**config.mk**
```make
export PLATFORM = sky130hd
export DESIGN_NAME = btn_counter_ctrl
export DESIGN_NICKNAME = d
export VERILOG_FILES = /design/src/rtl/btn_counter_ctrl.sv
export SDC_FILE = /design/constraint.sdc
export NUM_CORES = 1
export LEC_CHECK = 0
export CAP_MARGIN = 25
export CORE_AREA = 2 2 79 81
export DETAILED_ROUTE_END_ITERATION = 6
export DIE_AREA = 0 0 81 83
export PLACE_DENSITY = 0.74
export RECOVER_POWER = 100
export SLEW_MARGIN = 15
export SYNTH_ARGS = -nofsm -noshare
export SYNTH_HDL_FRONTEND = slang
export SYNTH_SLANG_ARGS = --single-unit
export TNS_END_PERCENT = 100
```
**constraint.sdc**
```tcl
create_clock -name clk -period 2.89 [get_ports clk]
set_input_delay 0.4335 -clock clk [delete_from_list [all_inputs] [get_ports clk]]
set_output_delay 0.4335 -clock clk [all_outputs]
set_load 0.03 [all_outputs]
```
**src/rtl/btn_counter_ctrl.sv**
```systemverilog
// Up/down counter controller for the four-button board: press pulses step the counter,
// holding inc/dec auto-repeats, a wrap-around fires a one-cycle pulse and a retriggerable beep.
// LEDs show the count in binary (COUNT mode) or as a single running light (RUN mode).
module btn_counter_ctrl #(
  parameter int unsigned WIDTH         = 4,
  parameter int unsigned HOLD_CYCLES   = 25_000_000,
  parameter int unsigned REPEAT_CYCLES = 5_000_000,
  parameter int unsigned BEEP_CYCLES   = 2_500_000
) (
  input  logic             clk,
  input  logic             rst_n,
  input  logic [3:0]       i_flag_btn_down,
  input  logic [3:0]       i_btn_held,
  output logic [3:0]       o_leds,
  output logic [WIDTH-1:0] o_count,
  output logic             o_mode,
  output logic             o_wrap,
  output logic             o_beep
);

  localparam int unsigned CntMax = (HOLD_CYCLES > REPEAT_CYCLES) ? HOLD_CYCLES : REPEAT_CYCLES;
  // cnt only ever holds 0..CntMax-1
  localparam int unsigned CntW   = (CntMax > 1) ? $clog2(CntMax) : 1;
  localparam int unsigned BeepW  = $clog2(BEEP_CYCLES + 1);

  localparam logic [CntW-1:0]  HoldLast = CntW'(HOLD_CYCLES - 1);
  localparam logic [CntW-1:0]  RptLast  = CntW'(REPEAT_CYCLES - 1);
  localparam logic [BeepW-1:0] BeepLoad = BeepW'(BEEP_CYCLES);
  localparam logic [WIDTH-1:0] CountMax = '1;

  typedef enum logic [1:0] {StIdle, StWait, StRpt} state_e;

  state_e           state_q;
  logic             dir_q;      // 0 = inc, 1 = dec
  logic [CntW-1:0]  cnt_q;
  logic [WIDTH-1:0] count_q;
  logic             mode_q;
  logic             wrap_q;
  logic [BeepW-1:0] beep_q;

  logic             btn_inc, btn_dec, btn_clr, btn_mode;
  logic             idle_force, press, held_dir, released, tick;
  logic             step_en, step_dir, step_wrap;
  logic [WIDTH-1:0] count_step;
  logic [3:0]       count_lo;

  // Bits 3:2 of the held levels carry no repeat behaviour.
  logic unused_held;
  assign unused_held = ^i_btn_held[3:2];

  // Decode presses, repeat ticks and the single step allowed per cycle.
  always_comb begin
    btn_inc    = i_flag_btn_down[0];
    btn_dec    = i_flag_btn_down[1];
    btn_clr    = i_flag_btn_down[2];
    btn_mode   = i_flag_btn_down[3];
    idle_force = btn_clr | btn_mode | (btn_inc & btn_dec);
    press      = ~idle_force & (btn_inc | btn_dec);
    held_dir   = dir_q ? i_btn_held[1] : i_btn_held[0];
    // First WAIT cycle (cnt==0) skips the release check: held may lag its pulse by a cycle.
    released   = ((state_q == StWait) && (cnt_q != '0) && ~held_dir) ||
                 ((state_q == StRpt) && ~held_dir);
    tick       = ~released && (((state_q == StWait) && (cnt_q == HoldLast)) ||
                               ((state_q == StRpt) && (cnt_q == RptLast)));
    // A press wins over a tick in the same cycle.
    step_en    = press | (tick & ~idle_force & ~(btn_inc | btn_dec));
    step_dir   = press ? btn_dec : dir_q;
    step_wrap  = step_dir ? (count_q == '0) : (count_q == CountMax);
    count_step = step_dir ? (count_q - WIDTH'(1)) : (count_q + WIDTH'(1));
  end

  // Counter, mode, wrap pulse and auto-repeat FSM.
  always_ff @(posedge clk or negedge rst_n) begin
    if (!rst_n) begin
      state_q <= StIdle;
      dir_q   <= 1'b0;
      cnt_q   <= '0;
      count_q <= '0;
      mode_q  <= 1'b0;
      wrap_q  <= 1'b0;
    end else begin
      wrap_q <= step_en & step_wrap;

      if (btn_clr) begin
        count_q <= '0;
      end else if (step_en) begin
        count_q <= count_step;
      end

      if (btn_mode && !btn_clr) begin
        mode_q <= ~mode_q;
      end

      if (idle_force) begin
        state_q <= StIdle;
        cnt_q   <= '0;
      end else if (press) begin
        state_q <= StWait;
        dir_q   <= btn_dec;
        cnt_q   <= '0;
      end else begin
        case (state_q)
          StIdle: begin
            cnt_q <= '0;
          end
          StWait: begin
            if (released) begin
              state_q <= StIdle;
              cnt_q   <= '0;
            end else if (cnt_q == HoldLast) begin
              state_q <= StRpt;
              cnt_q   <= '0;
            end else begin
              cnt_q <= cnt_q + CntW'(1);
            end
          end
          StRpt: begin
            if (released) begin
              state_q <= StIdle;
              cnt_q   <= '0;
            end else if (cnt_q == RptLast) begin
              cnt_q <= '0;
            end else begin
              cnt_q <= cnt_q + CntW'(1);
            end
          end
          default: begin
            state_q <= StIdle;
            cnt_q   <= '0;
          end
        endcase
      end
    end
  end

  // Beep length counter; a wrap (re)loads it.
  always_ff @(posedge clk or negedge rst_n) begin
    if (!rst_n) begin
      beep_q <= '0;
    end else if (step_en && step_wrap) begin
      beep_q <= BeepLoad;
    end else if (beep_q != '0) begin
      beep_q <= beep_q - BeepW'(1);
    end
  end

  // Low four count bits, zero-extended for narrow counters.
  if (WIDTH >= 4) begin : g_lo_wide
    assign count_lo = count_q[3:0];
  end else begin : g_lo_narrow
    assign count_lo = {{(4 - WIDTH){1'b0}}, count_q};
  end

  // Output decodes of the registered state.
  always_comb begin
    o_count = count_q;
    o_mode  = mode_q;
    o_wrap  = wrap_q;
    o_beep  = (beep_q != '0);
    o_leds  = mode_q ? (4'b0001 << count_q[1:0]) : count_lo;
  end

endmodule
```
==> flow_summary.json, run 1 <==
{
  "grt_usage_pct": 20.0,
  "gp_congestion": 0.858,
  "clk_latency_ns": 0.31,
  "period_minus_slack_ns": 2.72,
  "worstPathArrival_ns": 2.29,
  "num_vias": 2428,
  "slew_viol_final": 38,
  "yosys_warnings": 0,
  "layout.nets": 387,
  "coreArea_um2": 5820,
  "crit_family": "simple AND/OR/NAND/NOR gates",
  "power.total_uw": 1830,
  "wl_per_cell_um": 13.7,
  "fmax_mhz": 368,
  "area_growth_syn_to_layout_pct": 11.5,
  "synth_cell_types": 46,
  "cts_tree": "done",
  "post-cts-setup-buffer-count": 0,
  "insertedDiodeCount": 0,
  "start_util_pct": 54.6,
  "crit_chain": "inv_1, ha_1, or3b_1, nor4b_4, nand3_2, dlygate4sd2_1",
  "drt_iter0_markers": 107,
  "grt_pass1_vias": 2495,
  "h-tree-depth": 2,
  "post-route-period-util_pct": 94.1,
  "cts.sinks": 56,
  "die_h_um": 83,
  "cp.required_ns": 2.46,
  "finalHoldViolCount": 0,
  "tightest_slew_ns": 1.92,
  "syn_avg_cell_area_um2": 9.29,
  "wl_um": 6100,
  "cap_violations": 1,
  "leakage_uw": 0.00138,
  "io_pins": 21,
  "cts.clk_slew.worst_paths_ns": 0.09,
  "start_kind": "flop",
  "slowest_delay_ns": 0.48,
  "synth_top_cell_by_area": "dfrtp_1",
  "portBuffers": 18,
  "setup_viol": 0,
  "synth.top_cell.area_share_pct": 44.1,
  "die_area_um2": 6720,
  "root_buffer": "clkbuf_8",
  "path_max_fanout": 6,
  "status": "finished with violations",
  "ant_nets": 0,
  "grt-ovfl-total": 0,
  "synth_cells": 342,
  "postSynthRegisterBits": 56,
  "pwr_density_cell_nw_per_um2": 516,
  "end_kind": "output pin",
  "netlist_area_um2": 3180,
  "grt_max_degree": 38,
  "grt_pass1_wl_um": 11000,
  "hpwl_um": 4510,
  "cts_buffers": 5,
  "drc": 0,
  "synth_nets": 361,
  "maxSlewHeadroom_pct": -27.9,
  "antenna_found_initial": 0,
  "layout-drive-gt1-share_pct": 6.50,
  "drt_pre_antenna_iters": 4,
  "ys_seq_area_share_pct": 44.1,
  "ir_drop_mv": 0.252,
  "setup_tns_ns": 0,
  "avgViaCountPerCell": 5.47,
  "fp-row-count": 28,
  "violations": "capacitance limit, slew limit",
  "synth_area_leaders": "dfrtp_1 44%, xor2_1 7.4%, nor2_1 7.3%, xnor2_1 4.7%, ha_1 3.2%",
  "hp-class": "flop to flop",
  "rsz0062_at_grt": "false",
  "clock_path_buffers": 2,
  "die_w_um": 81,
  "finClkSkew_ns": 0.00716,
  "path_class": "flop to output pin",
  "crit_slowest_cell": "or3b_1",
  "path_buf_inv": 2
}
final timing paths:
| check | from | endpoint | depth (start not counted) | slack [ns] |
|---|---|---|---|---|
| worst max register to register | cnt_q[15] | beep_q[1] | 7 | 0.33 |
| min in group asynchronous | rst_n | beep_q[2] | 1 | 0.64 |
| worst min-delay path | cnt_q[0] | cnt_q[0] | 1 | 0.49 |
| max in group asynchronous | rst_n | cnt_q[16] | 2 | 0.81 |
| worst max-delay path | beep_q[0] | o_beep | 6 | 0.17 |
| worst min register to register | cnt_q[0] | cnt_q[0] | 1 | 0.49 |
stage by stage:
stage	hold slack [ns]	setup slack [ns]	cell area [um^2]	utilization, %	instances
6_report	0.490	0.170	3540	60.9	444
5_1_grt	0.519	0.0120	3540	60.9	444
4_1_cts	0.226	0.140	3570	61.3	444
3_5_place_dp	0.483	0.213	3480	59.8	436
3_3_place_gp	0.470	0.330	3480	59.8	436
2_1_floorplan	0.138	0.569	3180	-	342
timing repair:
action | in CTS | in global routing
hold buffers | 0 | 0
setup endpoints to repair | 1 | 0
resized for setup | 1 | 0
hold endpoints to repair | 0 | 0
state kept, by name, indices dropped and copies added, names as in the netlist:
signal	flops
cnt_q	25
beep_q	22
o_count	4
state_q	2
dir_q	1
o_mode	1
o_wrap	1
cell usage after synthesis (all sizes together):
master    n
nor2     64
dfrtp    56
xor2     27
nand2    22
o21ai    19
xnor2    17
nand3    16
inv      13
nand4    11
a21oi    10
nor3     10
ha        8
buf       6
nor4      6
or4       6
mux2i     5
and4      4
clkbuf    4
nand2b    4
or2       4
and2      3
or3       3
or3b      3
a211oi    2
and3      2
nand3b    2
nand4b    2
nor4b     2
o31ai     2
a21o      1
a22oi     1
a311oi    1
fa        1
nand4bb   1
nor2b     1
o21a      1
o221ai    1
o31a      1
routing by layer:
layer	wire length [um]	track usage, %	vias to the layer above	share of wire [%]
li1	-	-	1223	-
met1	2900	26.3	1177	47
met2	3000	33.0	23	49
met3	131	3.91	5	2.1
met4	69	5.86	0	1.1
met5	0	0	-	0
cells in the final DEF (no fill, tap or decap), types with 3 or more instances in the layout:
master | Yosys | routed
a21oi_1 | 10 | 10
and2_1 | 3 | 3
and4_1 | 4 | 4
buf_4 | 2 | 6
clkbuf_1 | 4 | 6
clkbuf_8 | 0 | 6
clkdlybuf4s50_1 | 0 | 5
dfrtp_1 | 56 | 56
dlygate4sd3_1 | 0 | 11
ha_1 | 8 | 8
inv_1 | 13 | 13
mux2i_1 | 5 | 5
nand2_1 | 22 | 22
nand2b_1 | 4 | 4
nand3_1 | 15 | 15
nand4_1 | 11 | 11
nor2_1 | 62 | 64
nor3_1 | 9 | 9
nor4_1 | 6 | 6
o21ai_0 | 15 | 15
or2_2 | 4 | 4
or3_1 | 3 | 3
or3b_1 | 3 | 3
or4_1 | 6 | 6
xnor2_1 | 17 | 17
xor2_1 | 27 | 27
final cells by class:
type	count	area [um^2]
well taps	75	93.8
flip-flops and latches	56	1400
multi-input cells	263	1650
fillers	512	2280
clock buffers	8	90.1
inverters	13	48.8
repair buffers	29	254
cells by family after synthesis:
| logic type | count (synthesis) | share of synthesized area, % |
|---|---|---|
| AO/OA/AOI/OAI | 39 | 7.68 |
| XOR/XNOR | 44 | 12.1 |
| adder cells (fa/ha/maj) | 9 | 3.78 |
| buffers and inverters | 23 | 3.51 |
| flip-flops | 56 | 44.1 |
| multiplexers | 5 | 1.58 |
| AND/OR/NAND/NOR | 166 | 27.2 |
power by group:
group | internal [uW] | total (uW) | leakage (uW) | switching, uW
sequential | 891 | 1010 | 0.000712 | 115
combinational | 173 | 384 | 0.000624 | 211
clock | 196 | 437 | 0.0000455 | 241
(Power assumes the default switching activity.)
==> run 2: changes to the inputs <==
- CTS_CLUSTER_SIZE: default -> 24
- SLEW_MARGIN: 15 -> 20
- clock period: 2.89 -> 3 ns (I/O delays scaled with it)
==> run 2 against run 1 <==
Against the previous run:
- the run still ends with capacitance limit, slew limit left
- first-iteration DRC count down 37%
- total power down 3.2%
- die area unchanged
- sequential cell count unchanged
- worst hold slack worse by 0.0041 ns
- clock power down 3%
- register-to-register slack worse by 0.02 ns
- clock skew up 0.0065 ns
- setup slack better by 0.036 ns
==> flow_summary.json, run 2 (same netlist as run 1, synthesis figures left out) <==
{
  "cts_tree": "done",
  "layout-drive-gt1-share_pct": 6.28,
  "layout.nets": 384,
  "gp_congestion": 0.846,
  "cts.sinks": 56,
  "grt_pass1_vias": 2368,
  "cts.clk_slew.worst_paths_ns": 0.08,
  "switching_share_pct": 31.4,
  "finClkSkew_ns": 0.0137,
  "portBuffers": 18,
  "io_pins": 21,
  "r2r_cells": 8,
  "tightest_slew_ns": 1.53,
  "final_common_cell": "nor2_1",
  "finalHoldViolCount": 0,
  "layout_common_cells": "62 x nor2_1, 56 x dfrtp_1, 27 x xor2_1",
  "pwr_density_cell_nw_per_um2": 504,
  "status": "finished with violations",
  "path_class": "flop to output pin",
  "worstPathArrival_ns": 2.34,
  "grt_pass1_wl_um": 10400,
  "area_growth_syn_to_layout_pct": 10.5,
  "ant_nets": 0,
  "pwr-share-clk_pct": 24.0,
  "die_h_um": 83,
  "wl_um": 6120,
  "p_seq_share_pct": 55.0,
  "start_util_pct": 54.6,
  "drt_iter0_markers": 67,
  "drc": 0,
  "min_path_cells": 1,
  "intPower_uw": 1210,
  "largest_reg_flops": 25,
  "rsz0062_at_grt": "false",
  "num_vias": 2449,
  "path_max_fanout": 6,
  "die_area_um2": 6720,
  "slew_viol_final": 29,
  "cap_violations": 1,
  "p_sw_uw": 555,
  "cp.required_ns": 2.55,
  "clk_latency_ns": 0.31,
  "power_frac_comb_pct": 21.0,
  "grt-ovfl-total": 0,
  "wl_per_cell_um": 13.9,
  "root_buffer": "clkbuf_8",
  "drt_pre_antenna_iters": 4,
  "insertedDiodeCount": 0,
  "setup_viol": 0,
  "setup_tns_ns": 0,
  "hp-class": "flop to flop",
  "coreArea_um2": 5820,
  "grt_max_degree": 29,
  "period_minus_slack_ns": 2.79,
  "antenna_found_initial": 0,
  "end_kind": "output pin",
  "die_w_um": 81,
  "avgViaCountPerCell": 5.55,
  "maxSlewHeadroom_pct": -2.18,
  "violations": "capacitance limit, slew limit",
  "holdWs_ns": 0.486,
  "leakage_uw": 0.00136,
  "cts_buffers": 5,
  "ir_drop_mv": 0.242,
  "h-tree-depth": 2,
  "grt_usage_pct": 19.3,
  "fp-row-count": 28,
  "regMostFlops": "cnt_q",
  "clock_path_buffers": 2,
  "post-route-period-util_pct": 93.1,
  "hpwl_um": 4460,
  "fmax_mhz": 358,
  "start_kind": "flop",
  "postCtsHoldBufs": 0
}
[run 2: cell count changes in the layout (fill, tap and decap cells not counted)]
cell,before,now
buf_4,6,3
nor2_1,64,62
nor2_2,0,2
buf_12,1,0
clkbuf_2,1,2
nor3_1,9,10
nor3_2,1,0
o221ai_1,1,0
o221ai_2,0,1
[run 2: power by group through the flow]
stage	clock (uW)	combinational (uW)	sequential, uW
6_report	424	372	974
5_1_grt	467	420	987
4_1_cts	432	389	974
3_5_place_dp	0	386	989
3_3_place_gp	0	371	980
2_1_floorplan	0	275	969
[run 2: area by class of cell]
| type | instances | area, um^2 |
|---|---|---|
| Fill cell | 502 | 2310 |
| Multi-Input combinational cell | 263 | 1660 |
| Sequential cell | 56 | 1400 |
| Timing Repair Buffer | 26 | 216 |
| Tap cell | 75 | 93.8 |
| Clock buffer | 8 | 90.1 |
| Inverter | 13 | 48.8 |
[run 2: repair_timing]
action	4_1_cts	5_1_grt
setup endpoints to repair	1	0
endpoints found under the hold margin	0	0
setup buffers	0	0
resized for setup	1	0
[run 2: layer usage]
layer	share of wire, %	vias to the layer above	global-route usage (%)
met1	48	1200	25.4
met5	0	-	0
li1	-	1223	-
met4	0.80	0	5.08
met2	49	22	32.2
met3	1.9	4	3.59
[run 2: critical path: stages (launching register included)]
cell and delay (ns):
dfrtp_1 0.42, inv_1 0.07, ha_1 0.15, or3b_1 0.47
nor4b_4 0.44, nand3_2 0.13, dlygate4sd2_1 0.37
[run 2: path summary, 6_finish.rpt]
check                      slack, ns      start         to
setup / recovery                0.21  beep_q[0]     o_beep
hold / removal                  0.49   cnt_q[0]   cnt_q[0]
setup reg to reg                0.31   cnt_q[0]  beep_q[3]
hold reg to reg                 0.49   cnt_q[0]   cnt_q[0]
max in group asynchronous       0.85      rst_n   cnt_q[5]
min in group asynchronous       0.50      rst_n     o_wrap
[run 2: metrics by stage]
stage          instances  utilization [%]  setup WS [ns]  power, uW  cell area [um^2]
4_1_cts              441             61.1          0.189       1790              3550
3_5_place_dp         433             59.5          0.243       1370              3460
2_1_floorplan        342                -          0.679       1240              3180
3_3_place_gp         432             59.1          0.305       1350              3430
6_report             441             60.3          0.206       1770              3510
5_1_grt              441             60.3         0.0596       1870              3510
==> run 3: changes to the inputs <==
- DONT_BUFFER_PORTS: default -> 1
- GPL_ROUTABILITY_DRIVEN: default -> 0
- PLACE_DENSITY: 0.74 -> 0.7
==> run 3 against run 2 <==
Against the previous run:
- the flow now finishes without violations
- routed wire length down 1.8%
- combinational power is 16% lower
- sequential cell count is the same
- final cell count down 3.6%
- clock skew down 0.0032 ns
- global-route usage grew 0.85 points
- die area stayed put
- worst hold slack worse by 0.30 ns
- total power fell by 3.5%
- sequential power grew 2%
- non-clock buffer count shrank 15
- highest routed layer unchanged
- setup slack improved by 0.092 ns
==> flow_summary.json, run 3 (same netlist as run 1, synthesis figures left out) <==
{
  "grt-ovfl-total": 0,
  "post-route-period-util_pct": 90.1,
  "power.total_uw": 1710,
  "layout-drive-gt1-share_pct": 6.00,
  "hp-class": "input pin to flop",
  "h-tree-depth": 2,
  "tightest_slew_ns": 1.36,
  "setup_tns_ns": 0,
  "io_pins": 21,
  "cts.sinks": 56,
  "cts.clk_slew.worst_paths_ns": 0.10,
  "worst_slack_ns": 0.298,
  "start_kind": "flop",
  "min_from": "i_flag_btn_down[2]",
  "pwr_density_cell_nw_per_um2": 512,
  "hpwl_um": 4320,
  "final_common_cell": "nor2_1",
  "fp-row-count": 28,
  "cts_tree": "done",
  "postCtsHoldBufs": 2,
  "min_path_cells": 1,
  "post-cts-setup-buffer-count": 0,
  "layout.nets": 369,
  "register_area_um2": 1400,
  "finalHoldViolCount": 0,
  "multiInputGateArea_um2": 1650,
  "maxSlewHeadroom_pct": 9.41,
  "cap_violations": 0,
  "path_max_fanout": 10,
  "cts_buffers": 5,
  "drc": 0,
  "end_kind": "output pin",
  "num_vias": 2380,
  "slew_viol_final": 0,
  "insertedDiodeCount": 0,
  "grt_pass1_wl_um": 10800,
  "fillers": 526,
  "path_class": "flop to output pin",
  "cp.required_ns": 2.55,
  "post-place-ws_ns": 0.466,
  "clk_latency_ns": 0.31,
  "worstPathArrival_ns": 2.25,
  "portBuffers": 0,
  "rsz0062_at_grt": "false",
  "regToRegStartpoint": "cnt_q[15]",
  "leakage_uw": 0.00127,
  "setup_viol": 0,
  "grt_usage_pct": 20.1,
  "layout_common_cells": "63 x nor2_1, 56 x dfrtp_1, 27 x xor2_1",
  "wl_um": 6010,
  "ff2ff_setup_slack_ns": 0.33,
  "regMostFlops": "cnt_q",
  "holdWs_ns": 0.186,
  "whs_endpoint": "o_count[3]",
  "largest_reg_flops": 25,
  "coreArea_um2": 5820,
  "antenna_found_initial": 0,
  "grt_pass1_vias": 2361,
  "drt_iter0_markers": 147,
  "finClkSkew_ns": 0.0105,
  "grt_max_degree": 57,
  "root_buffer": "clkbuf_8",
  "period_minus_slack_ns": 2.70,
  "ctsResizeCount": 0,
  "r2r_end": "o_count[3]",
  "ant_nets": 0,
  "die_area_um2": 6720,
  "ir_drop_mv": 0.290,
  "status": "finished, final reports clean",
  "die_w_um": 81,
  "fmax_mhz": 370,
  "start_util_pct": 54.6,
  "clock_path_buffers": 2,
  "r2r_cells": 6,
  "drt_pre_antenna_iters": 4,
  "wl_per_cell_um": 14.1,
  "area_growth_syn_to_layout_pct": 4.96,
  "avgViaCountPerCell": 5.60,
  "die_h_um": 83
}
run 3: cell count changes in the layout (fill, tap and decap cells not counted), sizes merged:
cell	change
clkbuf	-2
clkdlybuf4s50	-5
clkinv	+1
clkinvlp	+1
dlygate4sd2	-1
dlygate4sd3	-10
run 3: cell type report:
| cell class | instances | share of cell area (%) |
|---|---|---|
| tap | 75 | 2.82 |
| inverter | 13 | 1.46 |
| sequential | 56 | 42.0 |
| multi-input combinational | 263 | 49.4 |
| clock buffer | 5 | 2.06 |
| timing repair buffer | 11 | 1.80 |
| clock inverter | 2 | 0.375 |
run 3: layer usage:
layer  routed length [um]  part of all wire (%)  global-route usage [%]
met3                  127                   2.1                    4.89
met1                 2790                    46                    26.2
met5                    0                     0                       0
met4                   63                   1.0                    4.62
met2                 3030                    50                    33.6
run 3: power by group:
group | switching, uW | internal (uW) | leakage, uW
combinational | 174 | 138 | 0.000520
clock | 243 | 159 | 0.0000400
sequential | 135 | 858 | 0.000712
total | 552 | 1150 | 0.00127
run 3: worst max-delay path by stage:
stage	from	end	slack, ns	cells past startpoint
CTS	beep_q[0]	o_beep	0.30	5
finish	beep_q[0]	o_beep	0.30	5
floorplan	beep_q[0]	beep_q[5]	0.68	9
global route	cnt_q[16]	cnt_q[5]	0.09	7
detailed placement	beep_q[0]	beep_q[5]	0.47	8
global placement	beep_q[0]	beep_q[5]	0.49	8
run 3: worst max-delay path, cell delays in order (launching register included):
cell and delay [ns]:
dfrtp_1 0.43, inv_1 0.07, ha_1 0.14, or3b_1 0.48, nor4b_4 0.42, nand3_2 0.39
run 3: per-stage QoR:
stage | cell area [um^2] | cells | util [%]
global placement | 3270 | 416 | 56.3
CTS | 3390 | 425 | 58.3
detailed placement | 3270 | 416 | 56.3
global route | 3330 | 425 | 57.3
floorplan | 3180 | 342 | -
finish | 3330 | 425 | 57.3
